==> src/rtl/alu_op_sequencer.sv <==
// Command-driven sequencer for the tiled ALU datapath.
// Handles load, compute and write-back steps per 8x8 tile; all outputs are registered.
module alu_op_sequencer #(
  parameter int ADDR_W     = 24,
  parameter int CNT_W      = 16,
  parameter int SRC_STRIDE = 64,
  parameter int DST_STRIDE = 64,
  parameter int ALU_LAT    = 2
) (
  input  logic              iCLK,
  input  logic              iRST,
  input  logic              iCMD_VALID,
  output logic              oCMD_READY,
  input  logic [2:0]        iCMD_OP,
  input  logic [ADDR_W-1:0] iCMD_SRC1,
  input  logic [ADDR_W-1:0] iCMD_SRC2,
  input  logic [ADDR_W-1:0] iCMD_DST,
  input  logic [CNT_W-1:0]  iCMD_COUNT,
  output logic              oRD_REQ,
  output logic [ADDR_W-1:0] oRD_ADDR1,
  output logic [ADDR_W-1:0] oRD_ADDR2,
  output logic              oRD_SRC2_EN,
  input  logic              iRD_DONE,
  output logic              oMASK_REQ,
  input  logic              iMASK_DONE,
  output logic [2:0]        oALU_OP,
  output logic              oALU_EN,
  output logic              oWB_REQ,
  output logic [ADDR_W-1:0] oWB_ADDR,
  input  logic              iWB_DONE,
  output logic              oBUSY,
  output logic              oDONE,
  output logic              oERR,
  output logic [2:0]        oDBG_STATE
);

  // Command handshake: a command transfers on a rising edge where
  // iCMD_VALID && oCMD_READY; the source holds iCMD_VALID and the fields until then.

  typedef enum logic [2:0] {
    S_IDLE    = 3'd0,
    S_LOAD    = 3'd1,
    S_COMPUTE = 3'd2,
    S_WRITE   = 3'd3,
    S_DONE    = 3'd4,
    S_ERR     = 3'd5
  } state_t;

  localparam int LAT_W = (ALU_LAT > 1) ? $clog2(ALU_LAT) : 1;

  state_t             state;
  logic [CNT_W-1:0]   remaining;
  logic [LAT_W-1:0]   lat_cnt;
  logic               need_mask;
  logic               rd_flag;
  logic               mask_flag;
  logic               rd_ok;
  logic               mask_ok;
  logic               op_illegal;

  assign oDBG_STATE = state;
  assign op_illegal = (iCMD_OP == 3'd0) || (iCMD_OP > 3'd5);

  // Sticky flags OR'd with this cycle's pulse so LOAD exits on the edge the last one lands.
  assign rd_ok   = rd_flag | iRD_DONE;
  assign mask_ok = !need_mask | mask_flag | iMASK_DONE;

  always_ff @(posedge iCLK or posedge iRST) begin
    if (iRST) begin
      state       <= S_IDLE;
      remaining   <= '0;
      lat_cnt     <= '0;
      need_mask   <= 1'b0;
      rd_flag     <= 1'b0;
      mask_flag   <= 1'b0;
      oCMD_READY  <= 1'b1;
      oRD_REQ     <= 1'b0;
      oRD_ADDR1   <= '0;
      oRD_ADDR2   <= '0;
      oRD_SRC2_EN <= 1'b0;
      oMASK_REQ   <= 1'b0;
      oALU_OP     <= '0;
      oALU_EN     <= 1'b0;
      oWB_REQ     <= 1'b0;
      oWB_ADDR    <= '0;
      oBUSY       <= 1'b0;
      oDONE       <= 1'b0;
      oERR        <= 1'b0;
    end else begin
      oRD_REQ   <= 1'b0;
      oMASK_REQ <= 1'b0;
      oWB_REQ   <= 1'b0;
      oDONE     <= 1'b0;
      oERR      <= 1'b0;
      case (state)
        S_IDLE: begin
          if (iCMD_VALID && oCMD_READY) begin
            oALU_OP    <= iCMD_OP;
            oRD_ADDR1  <= iCMD_SRC1;
            oRD_ADDR2  <= iCMD_SRC2;
            oWB_ADDR   <= iCMD_DST;
            remaining  <= iCMD_COUNT;
            oCMD_READY <= 1'b0;
            oBUSY      <= 1'b1;
            if (op_illegal) begin
              state <= S_ERR;
              oERR  <= 1'b1;
            end else if (iCMD_COUNT == '0) begin
              state <= S_DONE;
              oDONE <= 1'b1;
            end else begin
              state       <= S_LOAD;
              oRD_REQ     <= 1'b1;
              need_mask   <= (iCMD_OP == 3'd1);
              oMASK_REQ   <= (iCMD_OP == 3'd1);
              oRD_SRC2_EN <= (iCMD_OP == 3'd4) || (iCMD_OP == 3'd5);
            end
          end
        end
        S_LOAD: begin
          // The request cycle itself ignores done pulses.
          if (!oRD_REQ) begin
            if (rd_ok && mask_ok) begin
              state     <= S_COMPUTE;
              oALU_EN   <= 1'b1;
              lat_cnt   <= LAT_W'(ALU_LAT - 1);
              rd_flag   <= 1'b0;
              mask_flag <= 1'b0;
              need_mask <= 1'b0;
            end else begin
              if (iRD_DONE)   rd_flag   <= 1'b1;
              if (iMASK_DONE) mask_flag <= 1'b1;
            end
          end
        end
        S_COMPUTE: begin
          if (lat_cnt == '0) begin
            state   <= S_WRITE;
            oALU_EN <= 1'b0;
            oWB_REQ <= 1'b1;
          end else begin
            lat_cnt <= lat_cnt - 1'b1;
          end
        end
        S_WRITE: begin
          if (!oWB_REQ && iWB_DONE) begin
            remaining <= remaining - 1'b1;
            oRD_ADDR1 <= oRD_ADDR1 + ADDR_W'(SRC_STRIDE);
            oRD_ADDR2 <= oRD_ADDR2 + ADDR_W'(SRC_STRIDE);
            oWB_ADDR  <= oWB_ADDR + ADDR_W'(DST_STRIDE);
            if (remaining == CNT_W'(1)) begin
              state <= S_DONE;
              oDONE <= 1'b1;
            end else begin
              state   <= S_LOAD;
              oRD_REQ <= 1'b1;
            end
          end
        end
        S_DONE, S_ERR: begin
          state       <= S_IDLE;
          oCMD_READY  <= 1'b1;
          oBUSY       <= 1'b0;
          oRD_SRC2_EN <= 1'b0;
        end
        default: begin
          state <= S_IDLE;
        end
      endcase
    end
  end

endmodule
==> config.mk <==
export PLATFORM = sky130hd
export DESIGN_NAME = alu_op_sequencer
export DESIGN_NICKNAME = d
export VERILOG_FILES = /design/src/rtl/alu_op_sequencer.sv
export SDC_FILE = /design/constraint.sdc
export NUM_CORES = 1
export LEC_CHECK = 0
export CAP_MARGIN = 40
export CORE_AREA = 5 5 123 125
export DETAILED_ROUTE_END_ITERATION = 10
export DIE_AREA = 0 0 128 130
export GPL_TIMING_DRIVEN = 0
export HOLD_SLACK_MARGIN = 0.06
export PLACE_DENSITY = 0.77
export SYNTH_ARGS = -nofsm -noshare
export SYNTH_HDL_FRONTEND = slang
export SYNTH_SLANG_ARGS = --single-unit
export TNS_END_PERCENT = 50
==> constraint.sdc <==
create_clock -name iCLK -period 3.3 [get_ports iCLK]
set_input_delay 0.495 -clock iCLK [delete_from_list [all_inputs] [get_ports iCLK]]
set_output_delay 0.495 -clock iCLK [all_outputs]
set_load 0.01 [all_outputs]
# After elaboration in Yosys (flattened, before gate mapping)
# Cells that the tools add are included.
word_totals:
  regBits: 107
  input_bits: 97
  elab_cells: 138
op_classes:
  n_addsub: 5
  n_lt_le_gt_ge: 1
  n_eq_ne: 16
  mux: 66
  bitwise: 4
  n_reduce_logical: 27
op_table:
  columns: ["operator", "n"]
  rows:
  - ["2-to-1 mux 24 bit", 6]
  - ["case mux 24 bit (2 select lines)", 3]
  - ["adder 24 x 7 -> 24 bit, second input constant", 3]
  - ["2-to-1 mux 1 bit", 37]
  - ["2-to-1 mux 16 bit", 2]
  - ["case mux 16 bit (2 select lines)", 1]
  - ["2-to-1 mux 3 bit", 8]
  - ["== test 16 x 1 -> 1 bit, second input constant", 1]
  - ["zero test 16 bit", 1]
  - ["case mux 1 bit (2 select lines)", 8]
  - ["subtractor 16 x 1 -> 16 bit, second input constant", 1]
  - ["!= test 2 bit, second input constant", 7]
  - ["== test 3 bit, second input constant", 4]
  - ["case mux 3 bit (4 select lines)", 1]
  - ["AND reduction 3 bit", 4]
  - ["nonzero test 2 bit", 6]
  - ["AND reduction 4 bit", 2]
  - ["== test 3 x 1 -> 1 bit, second input constant", 2]
  - ["== test 3 x 2 -> 1 bit, second input constant", 2]
  - ["zero test 3 bit", 2]
  - ["AND reduction 6 bit", 1]
  - ["AND reduction 5 bit", 1]
  - ["AND reduction 2 bit", 2]
  - ["greater-than comparator 3 bit, second input constant", 1]
  - ["7 further kinds", 13]

# Logic depth before layout (Yosys ltp)
depth:
  ltp_word: 7
  depth_mapped: 9
  depth_no_buf: 7

# Least setup slack after synthesis
# OpenSTA, ideal clock, no wires.
synth_timing:
  path_type: "register -> register"
  from: "register remaining[0]"
  to: "register remaining[11]"
  setup_ns: 0.079
  arrival_time_ns: 1.829
  required_ns: 3.221
  path_slack_ns: 1.391
  path_stages_with_launch: 6
  path_buffers: 0
  period_less_slack_ns: 1.909
  cell_sequence: "dfrtp_1 -> or4_4 -> nand2b_4 -> or4_4 -> a21oi_2 -> a2bb2oi_1"
synth_between:
  elab_chain_len: 3
synth_rtl:
  columns: ["element", "line", "text"]
  rows:
  - ["start, declared", "52", "logic [CNT_W-1:0] remaining;"]
  - ["start signal, assigned", "102", "remaining <= iCMD_COUNT;"]
  - ["start signal, assigned", "147", "remaining <= remaining - 1'b1;"]
  - ["subtractor 16 x 1 -> 16 bit", "147", null]
  - ["2-to-1 mux 16 bit", "146", "if (!oWB_REQ && iWB_DONE) begin"]
  - ["case mux 16 bit (2 select lines)", "95", "case (state)"]
# No other way between the ends. The select of a mux whose other input is x is not followed.
# A chain may end at the register's enable or synchronous reset.

# Worst setup path after layout
layout_timing:
  from: "input iWB_DONE"
  to: "register remaining[2]"
layout_between:
  elab_chain_len: 3
layout_rtl:
  columns: ["element", "line", "text"]
  rows:
  - ["start, declared", "30", "input logic iWB_DONE,"]
  - ["logical AND 1 bit", "146", null]
  - ["!= test 2 bit (no line)", null, null]
  - ["AND reduction 3 bit (no line)", null, null]
# No other way between the ends.

==> impl_results.md <==
- Post-synth EDFFs: 0
- Netlist cell types: 57
- Ys async rst share: 1.00
- WP data arrival: 3.18 ns
- # setup viols final: 0
- Fillers: 1245
- Drt drc: 0
- Share of cells above drive strength 1: 0.0567
- Ant diodes: 0
- Std-Cell Rows: 43
- Final worst slack: 0.387 ns
- Post-DP Area: 7940 um2
- Dpl ws: 0.0808 ns
- Post-route total power: 7.86 mW
- WL/cell: 20.1 um
- Post-Layout Inst Area: 8260 um2
- Initial Util: 0.422
- Sw Pwr: 3.44 mW
- Crit Path Max Fanout: 10
- P_leak: 3.33 nW
- Vias/cell: 5.90
- Dpl hpwl: 15800 um
- Register area: 2680 um2
- PD cells: 952 nW/um2
- Worst Max-Slew Pin Slew: 0.847 ns
- Vias after detailed routing: 6374
- Grt ovf: 0
- Power share of the combinational group: 0.521
- Post-route clock period utilization: 0.883
- Largest net degree at the start of global routing: 35
- RSZ-0062 raised after global routing: no
- Fmax: 343 MHz
- Antenna viol nets, final: 0
- Tmin final: 2.91 ns
- IO buf count: 183
- Critical Path RT: 3.57 ns
- Vias in the first global route: 6155
- Seq cells post-synth: 107
- Mapped Cells: 697
- Synthesized net count: 799
- Area of the multi-input gates: 2900 um2
- Status: complete, no violations
- CTS Buf Count: 9
- Pint: 4.42 mW
- Die Ht: 130 um
- Switching share of power: 0.438
- First-pass GRT wire length: 33300 um
- Worst-Skew Late Latency: 0.36 ns
- Final Hold Viols: 0
- DR iter-0 viols: 592
- Clk sinks: 107
- Reg power frac: 0.331
- Setup bufs post-CTS: 0
- Final nets: 997
- Reg2Reg Depth: 8
- Worst vdd ir: 0.541 mV
- Clock root cell: clkbuf_16
- H-tree Lvls: 3
- CP Capture Type: register
- Initial antenna violation count: 0
- Synth warnings: 0
- Core box area: 13800 um2
- Area growth syn-to-layout: 42.0%
- Ports: 184
- Placer Congestion: 0.917
- Chip Width: 128 um
- Pins Over Slew Limit: 0
- Max clock buf depth: 2
- Crit path kind: input port to register
- Clock share of power: 0.148
- Die area: 16600 um2
- CTS tree: yes
- Synth Flop Type: dfrtp_1
- TritonRoute pass-1 iters: 5
- Syn_area_per_cell: 8.35 um2
- Setup TNS: 0 ns
- Max-capacitance violation count: 0
- Post-CTS sizing: 0
- Hold buffers post-CTS: 0
- Register area share after synthesis: 0.461
- Slew HR: 0.431
- Clk slew on worst S/H paths: 0.08 ns
- Tot GR Track Use: 0.258
- Total Wirelength: 21700 um
- Synth Cell Area: 5820 um2
- CP Launch Type: input port
- Hold Crit Class: input port to asynchronous set/reset pin
- Final Skew: 0.00831 ns
[path summary, 6_finish.rpt]
| path | startpoint | endpoint | slack [ns] |
|---|---|---|---|
| min reg2reg | oRD_ADDR2[1] | oRD_ADDR2[1] | 0.48 |
| max | iWB_DONE | remaining[2] | 0.39 |
| max in group asynchronous | iRST | oRD_ADDR1[14] | 2.08 |
| min in group iCLK | oRD_ADDR2[1] | oRD_ADDR2[1] | 0.48 |
| max reg2reg | oDBG_STATE[2] | remaining[2] | 0.63 |
| min | iRST | mask_flag | 0.48 |
[metrics by stage]
step	hold slack [ns]	utilization	cells
floorplan	0.463	-	697
global placement	0.457	0.572	1060
detailed placement	0.461	0.577	1064
CTS	0.479	0.600	1080
global route	0.503	0.600	1080
finish	0.476	0.600	1080
[layout by cell type (no fill, tap or decap), drive strengths merged, types with 3 or more instances in the layout]
cell type	Yosys	layout
nor3	23	23
o22a	3	3
a31oi	6	6
a31o	3	3
nand2b	9	9
o31ai	4	4
buf	18	22
nor2	48	48
a2bb2oi	16	16
nor3b	5	5
a21oi	74	74
and3	5	5
o21ai	52	52
o22ai	29	29
or4	5	5
nor2b	5	5
a22o	5	5
or2	6	6
nand4	15	15
dfrtp	106	106
nand3	31	31
clkdlybuf4s50	0	183
o32ai	3	3
nor4	13	13
inv	15	14
a211oi	3	3
ha	5	5
a22oi	8	8
clkbuf	26	39
nand2	129	129
[metal layers]
| metal | share of wire | vias up | track usage |
|---|---|---|---|
| met3 | 0.11 | 71 | 0.0753 |
| met1 | 0.40 | 2980 | 0.330 |
| met2 | 0.45 | 381 | 0.405 |
| met5 | 0 | - | 0 |
| met4 | 0.038 | 0 | 0.119 |
| li1 | - | 2942 | - |
[state kept, by name, indices dropped and copies added, names as in the netlist, 3 cells and up]
register    count
oWB_ADDR       24
remaining      16
oRD_ADDR1      24
oRD_ADDR2      24
oDBG_STATE      3
oALU_OP         3
[power groups by stage]
stage / Combinational, mW / Clock [mW] / Sequential (mW)
finish: 4.09 / 1.16 / 2.60
CTS: 4.06 / 1.17 / 2.58
floorplan: 2.00 / 0 / 2.68
global route: 4.42 / 1.22 / 2.70
global placement: 3.98 / 0 / 2.57
detailed placement: 4.04 / 0 / 2.59
[Yosys cell counts, drive strengths merged (3+ instances only)]
library cell,instances,share of area
nand2,129,0.084
nand3,31,0.027
buf,18,0.015
a31oi,6,0.0065
o32ai,3,0.0045
nor3b,5,0.0073
clkbuf,26,0.017
o22ai,29,0.031
nand4,15,0.016
nand2b,9,0.011
a22oi,8,0.010
a21oi,74,0.064
o22a,3,0.0045
and3,5,0.0056
o21ai,52,0.045
o31ai,4,0.0052
nor3,23,0.021
a211oi,3,0.0039
nor2b,5,0.0054
a2bb2oi,16,0.024
nor4,13,0.017
or2,6,0.0065
dfrtp,106,0.46
nor2,48,0.031
a22o,5,0.0075
a31o,3,0.0045
or4,5,0.0084
inv,15,0.0097
ha,5,0.011
[worst max-delay path: stages]
cell and delay, ns:
clkdlybuf4s50_1 0.49, nor2b_1 0.54, nand2_1 0.37, nand2_1 0.33, clkbuf_1 0.55, o21ai_0 0.22
a22oi_1 0.19
[area by class of cell]
class	instances	share of cell area
Clock buffer	13	0.0327
Inverter	15	0.00727
Tap cell	180	0.0273
Timing Repair Buffer	187	0.230
Clock inverter	3	0.00561
Sequential cell	107	0.324
Buffer	44	0.0221
Multi-Input combinational cell	531	0.351
[logic make-up (layout without fill, tap and decap cells)]
logic type	Yosys count	count (layout)	share of synthesized area
AO/OA/AOI/OAI	222	222	0.235
buffers and inverters	59	262	0.0411
adder cells (fa/ha/maj)	5	5	0.0108
AND/OR/NAND/NOR	304	304	0.253
flip-flops	107	107	0.461
No activity file was read; power rests on OpenSTA's default activity.
